<file path="src/rtl/mem_arb_pkg.sv">
// mem_arb_pkg: shared types and byte-lane helpers for the memory port arbiter.
package mem_arb_pkg;
  typedef enum logic [1:0] {IDLE, BUSY, DONE} arb_state_t;
  typedef enum logic {PORT_I, PORT_D} port_t;
  typedef logic [0:3][7:0] lanes_t;
  function automatic logic [31:0] pack_lanes(lanes_t l);
    return {l[0], l[1], l[2], l[3]};
  endfunction
  function automatic lanes_t unpack_lanes(logic [31:0] w);
    lanes_t l;
    l[0] = w[31:24];
    l[1] = w[23:16];
    l[2] = w[15:8];
    l[3] = w[7:0];
    return l;
  endfunction
endpackage

</file>
<file path="src/rtl/mem_port_arbiter_if.sv">
// mem_port_arbiter_if: requester and memory-side signals of the shared memory port.
interface mem_port_arbiter_if
  import mem_arb_pkg::*;
#(
  parameter int ADDR_W = 32,
  parameter int DATA_W = 32
);
  logic              i_req;
  logic [ADDR_W-1:0] i_addr;
  logic [DATA_W-1:0] i_rdata;
  logic              i_done;
  logic              d_req;
  logic              d_we;
  logic [ADDR_W-1:0] d_addr;
  logic [DATA_W-1:0] d_wdata;
  logic [DATA_W-1:0] d_rdata;
  logic              d_done;
  logic [ADDR_W-1:0] mem_addr;
  logic              mem_we;
  lanes_t            mem_data_in;
  lanes_t            mem_data_out;
  modport slave (
    input  i_req, i_addr, d_req, d_we, d_addr, d_wdata, mem_data_out,
    output i_rdata, i_done, d_rdata, d_done, mem_addr, mem_we, mem_data_in
  );
  modport master (
    output i_req, i_addr, d_req, d_we, d_addr, d_wdata, mem_data_out,
    input  i_rdata, i_done, d_rdata, d_done, mem_addr, mem_we, mem_data_in
  );
endinterface

</file>
<file path="src/rtl/mem_lat_counter.sv">
// mem_lat_counter: loadable down-counter timing one fixed-latency memory access.
module mem_lat_counter #(
  parameter int MEM_LATENCY = 4
) (
  input  logic clk,
  input  logic reset,
  input  logic load,
  input  logic dec,
  output logic zero
);
  localparam int W = $clog2(MEM_LATENCY + 1);
  logic [W-1:0] cnt;
  always_ff @(posedge clk or negedge reset)
    if (!reset) cnt <= '0;
    else if (load) cnt <= W'(MEM_LATENCY - 1);
    else if (dec && cnt != '0) cnt <= cnt - 1'b1;
  assign zero = cnt == '0;
endmodule

</file>
<file path="src/rtl/mem_port_arbiter.sv">
// mem_port_arbiter: round-robin sharing of one fixed-latency memory port between
// the instruction-fetch and data-cache miss paths.
module mem_port_arbiter
  import mem_arb_pkg::*;
#(
  parameter int MEM_LATENCY = 4,
  parameter int ADDR_W      = 32,
  parameter int DATA_W      = 32
) (
  input logic          clk,
  input logic          reset,
  mem_port_arbiter_if.slave bus
);
  arb_state_t        state, nxt;
  port_t             owner, win;
  logic              grant, zero, we, busy;
  logic [ADDR_W-1:0] addr;
  logic [DATA_W-1:0] wdata, i_rd, d_rd;

  mem_lat_counter #(.MEM_LATENCY(MEM_LATENCY)) u_cnt (
    .clk  (clk),
    .reset(reset),
    .load (grant),
    .dec  (busy),
    .zero (zero)
  );

  // owner doubles as the last-grant pointer: on a tie the other port wins
  always_comb begin
    busy = state == BUSY;
    grant = state == IDLE && (bus.i_req || bus.d_req);
    win = (bus.i_req && bus.d_req) ? (owner == PORT_I ? PORT_D : PORT_I)
                                   : (bus.d_req ? PORT_D : PORT_I);
    nxt = state == IDLE ? (grant ? BUSY : IDLE) : state == BUSY ? (zero ? DONE : BUSY) : IDLE;
    bus.mem_addr = busy ? addr : '0;
    bus.mem_we = busy && we;
    bus.mem_data_in = (busy && we) ? unpack_lanes(wdata) : '0;
    bus.i_done = state == DONE && owner == PORT_I;
    bus.d_done = state == DONE && owner == PORT_D;
    bus.i_rdata = i_rd;
    bus.d_rdata = d_rd;
  end

  always_ff @(posedge clk or negedge reset)
    if (!reset) begin
      state <= IDLE;
      owner <= PORT_I;
      addr  <= '0;
      we    <= 1'b0;
      wdata <= '0;
      i_rd  <= '0;
      d_rd  <= '0;
    end else begin
      state <= nxt;
      if (grant) begin
        owner <= win;
        addr  <= (win == PORT_D ? bus.d_addr : bus.i_addr) & ~ADDR_W'(3);
        we    <= win == PORT_D && bus.d_we;
        wdata <= bus.d_wdata;
      end
      if (busy && zero && !we) begin
        if (owner == PORT_I) i_rd <= pack_lanes(bus.mem_data_out);
        else d_rd <= pack_lanes(bus.mem_data_out);
      end
    end
endmodule

</file>
<file path="src/flat_wrapper.sv">
// flat-port wrapper written by rule: the top's interface ports become plain ports
module mem_port_arbiter_flat import mem_arb_pkg::*;
#(
  parameter int MEM_LATENCY = 4,
  parameter int ADDR_W      = 32,
  parameter int DATA_W      = 32
)
  (clk, reset, bus_i_req, bus_i_addr, bus_d_req, bus_d_we, bus_d_addr, bus_d_wdata, bus_mem_data_out, bus_i_rdata, bus_i_done, bus_d_rdata, bus_d_done, bus_mem_addr, bus_mem_we, bus_mem_data_in);
  mem_port_arbiter_if #(.ADDR_W(ADDR_W), .DATA_W(DATA_W)) bus_i ();
  input logic clk;
  input logic reset;
  input wire logic [$bits(bus_i.i_req)-1:0] bus_i_req;
  input wire logic [$bits(bus_i.i_addr)-1:0] bus_i_addr;
  input wire logic [$bits(bus_i.d_req)-1:0] bus_d_req;
  input wire logic [$bits(bus_i.d_we)-1:0] bus_d_we;
  input wire logic [$bits(bus_i.d_addr)-1:0] bus_d_addr;
  input wire logic [$bits(bus_i.d_wdata)-1:0] bus_d_wdata;
  input wire logic [$bits(bus_i.mem_data_out)-1:0] bus_mem_data_out;
  output wire logic [$bits(bus_i.i_rdata)-1:0] bus_i_rdata;
  output wire logic [$bits(bus_i.i_done)-1:0] bus_i_done;
  output wire logic [$bits(bus_i.d_rdata)-1:0] bus_d_rdata;
  output wire logic [$bits(bus_i.d_done)-1:0] bus_d_done;
  output wire logic [$bits(bus_i.mem_addr)-1:0] bus_mem_addr;
  output wire logic [$bits(bus_i.mem_we)-1:0] bus_mem_we;
  output wire logic [$bits(bus_i.mem_data_in)-1:0] bus_mem_data_in;
  assign bus_i.i_req = bus_i_req;
  assign bus_i.i_addr = bus_i_addr;
  assign bus_i.d_req = bus_d_req;
  assign bus_i.d_we = bus_d_we;
  assign bus_i.d_addr = bus_d_addr;
  assign bus_i.d_wdata = bus_d_wdata;
  assign bus_i.mem_data_out = bus_mem_data_out;
  assign bus_i_rdata = bus_i.i_rdata;
  assign bus_i_done = bus_i.i_done;
  assign bus_d_rdata = bus_i.d_rdata;
  assign bus_d_done = bus_i.d_done;
  assign bus_mem_addr = bus_i.mem_addr;
  assign bus_mem_we = bus_i.mem_we;
  assign bus_mem_data_in = bus_i.mem_data_in;
  mem_port_arbiter #(.MEM_LATENCY(MEM_LATENCY), .ADDR_W(ADDR_W), .DATA_W(DATA_W)) u_core (.clk(clk), .reset(reset), .bus(bus_i));
endmodule
</file>
<file path="config.mk">
export PLATFORM = sky130hd
export DESIGN_NAME = mem_port_arbiter_flat
export DESIGN_NICKNAME = d
export VERILOG_FILES = /design/src/rtl/mem_arb_pkg.sv /design/src/rtl/mem_port_arbiter_if.sv /design/src/rtl/mem_lat_counter.sv /design/src/rtl/mem_port_arbiter.sv /design/src/flat_wrapper.sv
export SDC_FILE = /design/constraint.sdc
export NUM_CORES = 1
export LEC_CHECK = 0
export ABC_CLOCK_PERIOD_IN_PS = 2600
export BUFFER_PORTS_ARGS = -buffer_cell sky130_fd_sc_hd__buf_2
export CORE_MARGIN = 2
export CORE_UTILIZATION = 51
export CTS_CLUSTER_SIZE = 25
export DETAILED_ROUTE_END_ITERATION = 7
export HOLD_SLACK_MARGIN = 0.03
export PLACE_DENSITY = 0.86
export SLEW_MARGIN = 20
export SYNTH_ARGS = -nofsm -noshare
export SYNTH_HDL_FRONTEND = slang
export SYNTH_SLANG_ARGS = --single-unit
</file>
<file path="constraint.sdc">
create_clock -name clk -period 2.6 [get_ports clk]
set_input_delay 0.78 -clock clk [delete_from_list [all_inputs] [get_ports clk]]
set_output_delay 0.78 -clock clk [all_outputs]
set_load 0.01 [all_outputs]
</file>
==> results of run 1 <==
==> where the power goes <==
group	switching, uW	total (uW)	leakage [uW]	internal [uW]
Combinational	2020	4130	0.00225	2110
Clock	917	2540	0.000295	1620
Sequential	603	3730	0.00157	3120
==> logic make-up after synthesis <==
family | Yosys count
buffers and inverters | 43
and+or+nand+nor | 138
other | 1
DFF | 133
adders and majority gates | 2
muxes | 96
AOI/OAI and AO/OA | 67
xor gates and xnor gates | 1
==> through the flow <==
stage	util [%]	hold WS (ns)	instance area (um2)	std cells
finish	70.0	0.251	7930	886
global route	70.0	0.251	7930	886
CTS	70.0	0.244	7930	886
detailed placement	64.5	0.487	7300	854
global placement	64.5	0.471	7300	854
floorplan	-	0.473	5890	482
==> cell type report <==
cell class	instances	share of cell area, %
Sequential cell	133	42.0
Multi-Input combinational cell	306	29.7
Timing Repair Buffer	269	18.0
Clock buffer	19	5.46
Clock inverter	13	2.46
Tap cell	143	2.26
Inverter	3	0.142
==> cells in the mapped netlist (2+ instances only) <==
cell type	number	share of area, %
dfrtp_1	133	57
mux2_2	70	13
nand2_1	62	4.0
and2_1	33	3.5
and3_1	32	3.4
a21oi_1	31	2.6
a31oi_1	31	3.3
mux2_4	25	6.4
clkbuf_1	24	1.5
buf_6	7	1.3
buf_4	5	0.64
buf_2	3	0.26
inv_1	3	0.19
ha_1	2	0.43
nor2_1	2	0.13
nor3b_1	2	0.26
==> repair_timing <==
item | in CTS | in global routing
setup buffers | 0 | 0
resized for setup | 0 | 1
setup endpoints to repair | 0 | 13
hold buffers | 0 | 0
==> final timing paths <==
check                                                       start                                 end  slack (ns)  depth (start not counted)
worst max-delay path                    u_core.state[0]$_DFF_PN0_                 bus_mem_data_in[26]        0.20                          4
worst min-delay path                                        reset        u_core.wdata[26]$_DFFE_PN0P_        0.25                          1
worst max register to register    u_core.u_cnt.cnt[0]$_DFFE_PN0P_  u_core.bus.i_rdata[26]$_DFFE_PN0P_        0.72                          6
worst min register to register  u_core.bus.d_rdata[5]$_DFFE_PN0P_   u_core.bus.d_rdata[5]$_DFFE_PN0P_        0.50                          1
max in group asynchronous                                   reset  u_core.bus.d_rdata[26]$_DFFE_PN0P_        1.71                          2
min in group clk                u_core.bus.d_rdata[5]$_DFFE_PN0P_   u_core.bus.d_rdata[5]$_DFFE_PN0P_        0.50                          1
==> routing by layer <==
layer  up-vias  track usage, %  share of wire (%)
li1       2169               -                  -
met1      2270            30.3                 40
met2       217            43.3                 51
met3        18            5.88                6.6
met4         0            8.23                1.6
met5         -               0                  0
==> registers in the layout (all words and copies together), names as in the netlist <==
signal / cells
u_core.addr: 30
u_core.bus.d_rdata: 32
u_core.bus.i_rdata: 32
u_core.owner: 1
u_core.state: 2
u_core.u_cnt.cnt: 3
u_core.wdata: 32
u_core.we: 1
==> critical path: stages (launching register included) <==
cell	delay, ns
dfrtp_1	0.41
nor2b_4	0.17
buf_4	0.30
and3_1	0.20
buf_2	0.12
==> flow_summary.toml, run 1 <==
[run_status]
status = "completed"

[die]
die_y_um = 111
initial_utilization_pct = 52.0
dieArea_um2 = 12400
core_um2 = 11300
die_w_um = 111
num_io_pins = 264
rows = 39

[logic_synthesis]
syn-cell-area_um2 = 5880
netlist_instances = 481
synth_cell_types = 32
synth_ff_type = "dfrtp_1"
ys_async_sr_fraction_pct = 100
synth_adder_area_share_pct = 0.425
synth_edf_count = 0
synth_compound_area_share_pct = 6.66
muxShareOfSynthArea_pct = 20.0
synthSimpleGateAreaFrac_pct = 12.1
synth_xor_area_share_pct = 0.149
synth_top_family_by_area = "multiplexers"
ys_seq_area_share_pct = 56.6
yosysWarnings = 0
synth-seq-cells = 133
avgSynthCellArea_um2 = 12.2

[grt]
overflow = 0
grt_pass1_wl_mm = 24.7
grt_max_degree = 69
grt.total_usage_pct = 24.7
grt_pass1_vias = 4933
grt_antenna_before_repair = 0

[clock_network]
clk_path_buf_depth = 2
clkLatencyLatePin_ns = 0.41
cts.sinks = 133
htreeDepth = 4
cts_tree = "yes"
clk_pin_slew_worst_paths_ns = 0.06
cts_root_buf = "clkbuf_16"
cts_buffers = 17

[timing]
fin_worst_skew_ns = 0.0115
finalSetupViolCount = 0
hold_viol = 0
tns_ns = 0
rsz0062_at_grt = "no"
relSlewSlack_pct = 57.9
drv_slew = 0
final.setup.worst_slack_ns = 0.201
finalCriticalPeriod_ns = 2.40
tightest_slew_ns = 0.630
max_freq_mhz = 417
timing.final.crit_share_pct = 92.3

[detailed_routing]
ant_nets = 0
avgViaCountPerCell = 5.28
drt_pass1_iterations = 6
vias = 4674
routedWlPerCell_um = 16.9
routed_wl_mm = 15.0
drt_iter0_drc = 381
drc_errors = 0

[worst_hold_path]
hp-class = "primary input to asynchronous set/reset pin"

[layout]
syn_to_final_growth_pct = 34.7
fillCellCount = 823
layout_commonest_cell = "buf_2"
regArea_um2 = 3330
fin_nets = 865
layout_common_cells = "buf_2, dfrtp_1, mux2_2, nand2_1"
multi_input_area_um2 = 2350
antenna_cells = 0
drive_gt1_share_pct = 54.0

[pwr]
power.total_uw = 10400
irDropWorstVdd_mv = 0.760
power_density_nw_per_um2 = 1310
p_leak_uw = 0.00411

[critical_path]
path_class = "flop to output pin"
start_kind = "flop"
path_max_fanout = 37
endpoint_kind = "output pin"
cp_data_arrival_time_ns = 1.62
crit_required_ns = 1.82

[placement]
io_buffer_count = 257
place_ws_ns = 0.418
place_hpwl_mm = 10.5
place.gp.congestion = 0.802

[run]
maxCapViolCount = 0
No activity file was read; power rests on OpenSTA's default activity.
==> inputs of run 2 (changes only) <==
--- a/config.mk
+++ b/config.mk
@@ -13,6 +13,7 @@
 export DETAILED_ROUTE_END_ITERATION = 7
 export HOLD_SLACK_MARGIN = 0.03
 export PLACE_DENSITY = 0.86
+export SETUP_SLACK_MARGIN = 0.5
 export SLEW_MARGIN = 20
 export SYNTH_ARGS = -nofsm -noshare
 export SYNTH_HDL_FRONTEND = slang
==> flow_summary.toml, run 2 (same netlist as run 1, synthesis figures left out) <==
[run_status]
status = "completed"

[pwr]
p_int_uw = 7360
pwr-share-comb_pct = 43.6
irDropWorstVdd_mv = 0.764
seq_power_share_pct = 33.4
power_density_nw_per_um2 = 1350
power_switching_uw = 3720
power.total_uw = 11100
pwr-share-clk_pct = 22.9
netSwitchingFraction_pct = 33.6
p_leak_uw = 0.00425

[grt]
grt.total_usage_pct = 25.2
grt_pass1_vias = 5000
grt_pass1_wl_mm = 25.0
grt_max_degree = 69
overflow = 0
grt_antenna_before_repair = 0

[detailed_routing]
vias = 4766
routedWlPerCell_um = 17.5
routed_wl_mm = 15.7
avgViaCountPerCell = 5.31
drt_iter0_drc = 393
drt_pass1_iterations = 4
ant_nets = 0
drc_errors = 0

[critical_path]
worst-r2r-setup-slack_ns = 0.72
path_max_fanout = 10
start_kind = "flop"
rr_endpoint = "u_core.bus.i_rdata[26]$_DFFE_PN0P_"
slowest_stage = "dfrtp_2"
cpPeakStageDelay_ns = 0.42
cp_data_arrival_time_ns = 1.56
crit_required_ns = 1.82
path_class = "flop to output pin"
crit_chain = "nor2b_4, buf_6, buf_12, and3_4, buf_2"
critical_path.reg2reg.startpoint = "u_core.u_cnt.cnt[0]$_DFFE_PN0P_"
endpoint_kind = "output pin"
reg2reg_depth = 6

[timing]
tightest_slew_ns = 0.635
relSlewSlack_pct = 57.6
rsz0062_at_grt = "yes"
finalCriticalPeriod_ns = 2.34
fin_worst_skew_ns = 0.0110
fin_hold_ws_ns = 0.249
tns_ns = 0
finalSetupViolCount = 0
max_freq_mhz = 428
drv_slew = 0
hold_viol = 0
timing.final.crit_share_pct = 89.9

[die]
num_io_pins = 264
dieArea_um2 = 12400
die_y_um = 111
core_um2 = 11300
die_w_um = 111
rows = 39
initial_utilization_pct = 52.0

[layout]
drive_gt1_share_pct = 56.7
layout_commonest_cell = "buf_2"
final_cell_area_um2 = 8230
antenna_cells = 0
fillCellCount = 789
syn_to_final_growth_pct = 39.8
fin_nets = 877
layout_common_cells = "buf_2, dfrtp_1, mux2_2, nand2_1"

[placement]
io_buffer_count = 257
placed_cell_area_um2 = 7300
place.gp.congestion = 0.802
place_hpwl_mm = 10.5

[clock_network]
clk_pin_slew_worst_paths_ns = 0.06
cts_root_buf = "clkbuf_16"
clkLatencyLatePin_ns = 0.41
clk_path_buf_depth = 2
htreeDepth = 4
ctsHoldBuffers = 0
cts.sinks = 133
cts_tree = "yes"
cts_buffers = 17

[run]
maxCapViolCount = 0

[worst_hold_path]
hp-class = "primary input to asynchronous set/reset pin"
run 2: cell count changes in the layout (fill, tap and decap cells not counted), moves of 3 or more:
| cell | before | now |
|---|---|---|
| buf_4 | 9 | 12 |
| and2_1 | 32 | 21 |
| buf_2 | 256 | 245 |
| buf_6 | 0 | 14 |
| and2_4 | 0 | 11 |
run 2: repair_timing:
item	CTS	global route
resized for setup	11	26
endpoints found under the setup margin	64	64
setup buffers	6	2
pin swaps	0	7
cloned	1	3
run 2: worst max-delay path by stage:
stage,startpoint,endpoint,slack (ns),depth (start not counted)
6_report,u_core.state[1]$_DFF_PN0_,bus_mem_data_in[30],0.26,5
5_1_grt,u_core.state[1]$_DFF_PN0_,bus_mem_data_in[30],0.19,5
4_1_cts,u_core.state[1]$_DFF_PN0_,bus_mem_data_in[27],0.27,5
3_5_place_dp,bus_i_req,u_core.wdata[4]$_DFFE_PN0P_,0.42,5
3_3_place_gp,bus_i_req,u_core.wdata[2]$_DFFE_PN0P_,0.47,5
2_1_floorplan,u_core.state[1]$_DFF_PN0_,bus_mem_data_in[10],0.59,4
run 2: worst max-delay path: cells and delay by family, from the launching register on:
kind	cells	cell delay (ns)
buffers and inverters	3	0.38
flip-flops	1	0.42
AND/OR/NAND/NOR	2	0.35
run 2: cell type report:
class                           instances  area (um2)  area share (%)
Inverter                                3        11.3           0.137
Tap cell                              143         179            2.17
Clock buffer                           19         433            5.26
Timing Repair Buffer                  281        1690            20.5
Clock inverter                         13         195            2.37
Multi-Input combinational cell        306        2390            29.0
Sequential cell                       133        3330            40.5
run 2: through the flow:
| stage | cells | util (%) | worst slack (ns) |
|---|---|---|---|
| finish | 898 | 72.7 | 0.263 |
| detailed placement | 854 | 64.5 | 0.418 |
| global placement | 854 | 64.5 | 0.468 |
| global route | 898 | 72.7 | 0.194 |
| CTS | 893 | 70.9 | 0.272 |
| floorplan | 482 | - | 0.593 |
run 2: routing by layer:
metal  routed length (um)  vias up  share of wire, %  global-route usage (%)
met5                    0        -                 0                       0
met4                  189        0               1.2                    8.31
met3                 1090       18               7.0                    5.99
met2                 8150      238                52                    44.3
met1                 6250     2315                40                    30.7
li1                     -     2195                 -                       -
run 2: power by group through the flow:
stage	Clock (uW)	Sequential, uW	Combinational [uW]
after global routing	2700	3820	5210
after floorplan	0	3800	2490
after global placement	0	3640	4030
final	2540	3710	4840
after detailed placement	0	3720	4160
after CTS	2580	3700	4410
==> inputs of run 3 (changes only) <==
--- a/config.mk
+++ b/config.mk
@@ -5,14 +5,14 @@
 export SDC_FILE = /design/constraint.sdc
 export NUM_CORES = 1
 export LEC_CHECK = 0
-export ABC_CLOCK_PERIOD_IN_PS = 2600
+export ABC_CLOCK_PERIOD_IN_PS = 2000
 export BUFFER_PORTS_ARGS = -buffer_cell sky130_fd_sc_hd__buf_2
 export CORE_MARGIN = 2
-export CORE_UTILIZATION = 51
+export CORE_UTILIZATION = 43
 export CTS_CLUSTER_SIZE = 25
 export DETAILED_ROUTE_END_ITERATION = 7
 export HOLD_SLACK_MARGIN = 0.03
-export PLACE_DENSITY = 0.86
+export PLACE_DENSITY = 0.77
 export SETUP_SLACK_MARGIN = 0.5
 export SLEW_MARGIN = 20
 export SYNTH_ARGS = -nofsm -noshare
==> constraint.sdc (replaced) <==
create_clock -name clk -period 2 [get_ports clk]
set_input_delay 0.6 -clock clk [delete_from_list [all_inputs] [get_ports clk]]
set_output_delay 0.6 -clock clk [all_outputs]
set_load 0.01 [all_outputs]
==> flow_summary.toml, run 3 (same netlist as run 1, synthesis figures left out) <==
[detailed_routing]
ant_nets = 0
routed_wl_mm = 21.2
drt_iter0_drc = 322
routedWlPerCell_um = 21.0
avgViaCountPerCell = 5.29
drc_errors = 0
drt_pass1_iterations = 4
vias = 5358

[clock_network]
cts_root_buf = "clkbuf_16"
clkLatencyLatePin_ns = 0.42
cts_buffers = 17
cts.sinks = 133
cts_tree = "yes"
htreeDepth = 4
clk_path_buf_depth = 2
clk_pin_slew_worst_paths_ns = 0.06

[critical_path]
start_kind = "flop"
path_max_fanout = 13
crit_required_ns = 1.40
reg2reg_depth = 8
crit_path_end = "bus_mem_data_in[2]"
critical_path.reg2reg.startpoint = "u_core.u_cnt.cnt[0]$_DFFE_PN0P_"
path_class = "flop to output pin"
rr_endpoint = "u_core.bus.i_rdata[14]$_DFFE_PN0P_"
endpoint_kind = "output pin"
worst-r2r-setup-slack_ns = 0.08
startpoint = "u_core.state[1]$_DFF_PN0_"
cp_data_arrival_time_ns = 1.57

[grt]
grt_pass1_vias = 5484
grt_pass1_wl_mm = 29.0
overflow = 0
grt.total_usage_pct = 25.8
grt_antenna_before_repair = 0
grt_max_degree = 52

[timing]
final.setup.worst_slack_ns = -0.171
hold_viol = 0
rsz0062_at_grt = "yes"
finalSetupViolCount = 64
timing.final.crit_share_pct = 109
tns_ns = -8.36
drv_slew = 0
finalCriticalPeriod_ns = 2.17
fin_worst_skew_ns = 0.00855
max_freq_mhz = 461

[die]
die_y_um = 121
rows = 42
num_io_pins = 264
die_w_um = 121
dieArea_um2 = 14600
initial_utilization_pct = 44.3
core_um2 = 13300

[pwr]
irDropWorstVdd_mv = 1.02
power_density_nw_per_um2 = 1800
power.total_uw = 18600
p_leak_uw = 0.00517

[layout]
syn_to_final_growth_pct = 75.8
layout_commonest_cell = "buf_2"
layout_common_cells = "buf_2, dfrtp_1, buf_6, mux2_4, buf_4"
fin_nets = 960
antenna_cells = 0
final_cells = 1013
postLayoutCoreUtil_pct = 77.8
drive_gt1_share_pct = 69.5

[run_status]
failed_checks = "setup timing"
status = "finished, violations left"

[placement]
place.gp.congestion = 0.810
dp_cells = 890
io_buffer_count = 257
place_ws_ns = 0.152
place_hpwl_mm = 11.1

[run]
maxCapViolCount = 0

[worst_hold_path]
hp-class = "primary input to asynchronous set/reset pin"
run 3: metrics by stage:
step	hold WS [ns]	area [um2]
final	0.0789	10300
after global routing	0.0987	10300
after CTS	0.0819	9550
after detailed placement	0.487	7790
after global placement	0.482	7790
after floorplan	0.304	6390
run 3: critical path: stages (launching register included):
cell     delay (ns)
dfrtp_2        0.42
nor2b_4        0.13
buf_6          0.15
buf_12         0.14
and3_4         0.20
buf_6          0.11
run 3: worst min-delay path by stage:
stage	from	end	slack, ns	depth (start not counted)
6_report	reset	u_core.bus.i_rdata[12]$_DFFE_PN0P_	0.08	1
5_1_grt	reset	u_core.bus.i_rdata[12]$_DFFE_PN0P_	0.1	1
4_1_cts	reset	u_core.bus.d_rdata[10]$_DFFE_PN0P_	0.08	1
3_5_place_dp	u_core.bus.i_rdata[31]$_DFFE_PN0P_	u_core.bus.i_rdata[31]$_DFFE_PN0P_	0.49	1
3_3_place_gp	u_core.bus.d_rdata[16]$_DFFE_PN0P_	u_core.bus.d_rdata[16]$_DFFE_PN0P_	0.48	1
2_1_floorplan	reset	u_core.addr[10]$_DFFE_PN0P_	0.30	0
run 3: repair_timing:
action	in CTS	in global routing
resized for setup	118	63
setup endpoints to repair	240	257
hold buffers	0	0
buffers inserted	34	41
cloned	11	6
pin swaps	3	7
run 3: where the power goes:
group	internal (uW)	total, uW	switching (uW)
Combinational	6300	10200	3910
Clock	2150	3390	1230
Sequential	4070	5020	955
Total	12500	18600	6100
run 3: routing by layer:
metal / vias to the layer above / GRT usage, % / share of wire [%]
met2: 254 / 43.9 / 52
met1: 2689 / 31.3 / 39
met3: 50 / 6.77 / 6.9
met5: - / 0 / 0
met4: 0 / 10.0 / 3.0
li1: 2365 / - / -
run 3: cell type report:
cell class | instances | area (um2)
flip-flops and latches | 133 | 3330
repair buffers | 364 | 3130
multi-input cells | 306 | 3030
fillers | 754 | 2950
clock buffers | 20 | 457
well taps | 176 | 220
clock inverters | 11 | 173
inverters | 3 | 11.3
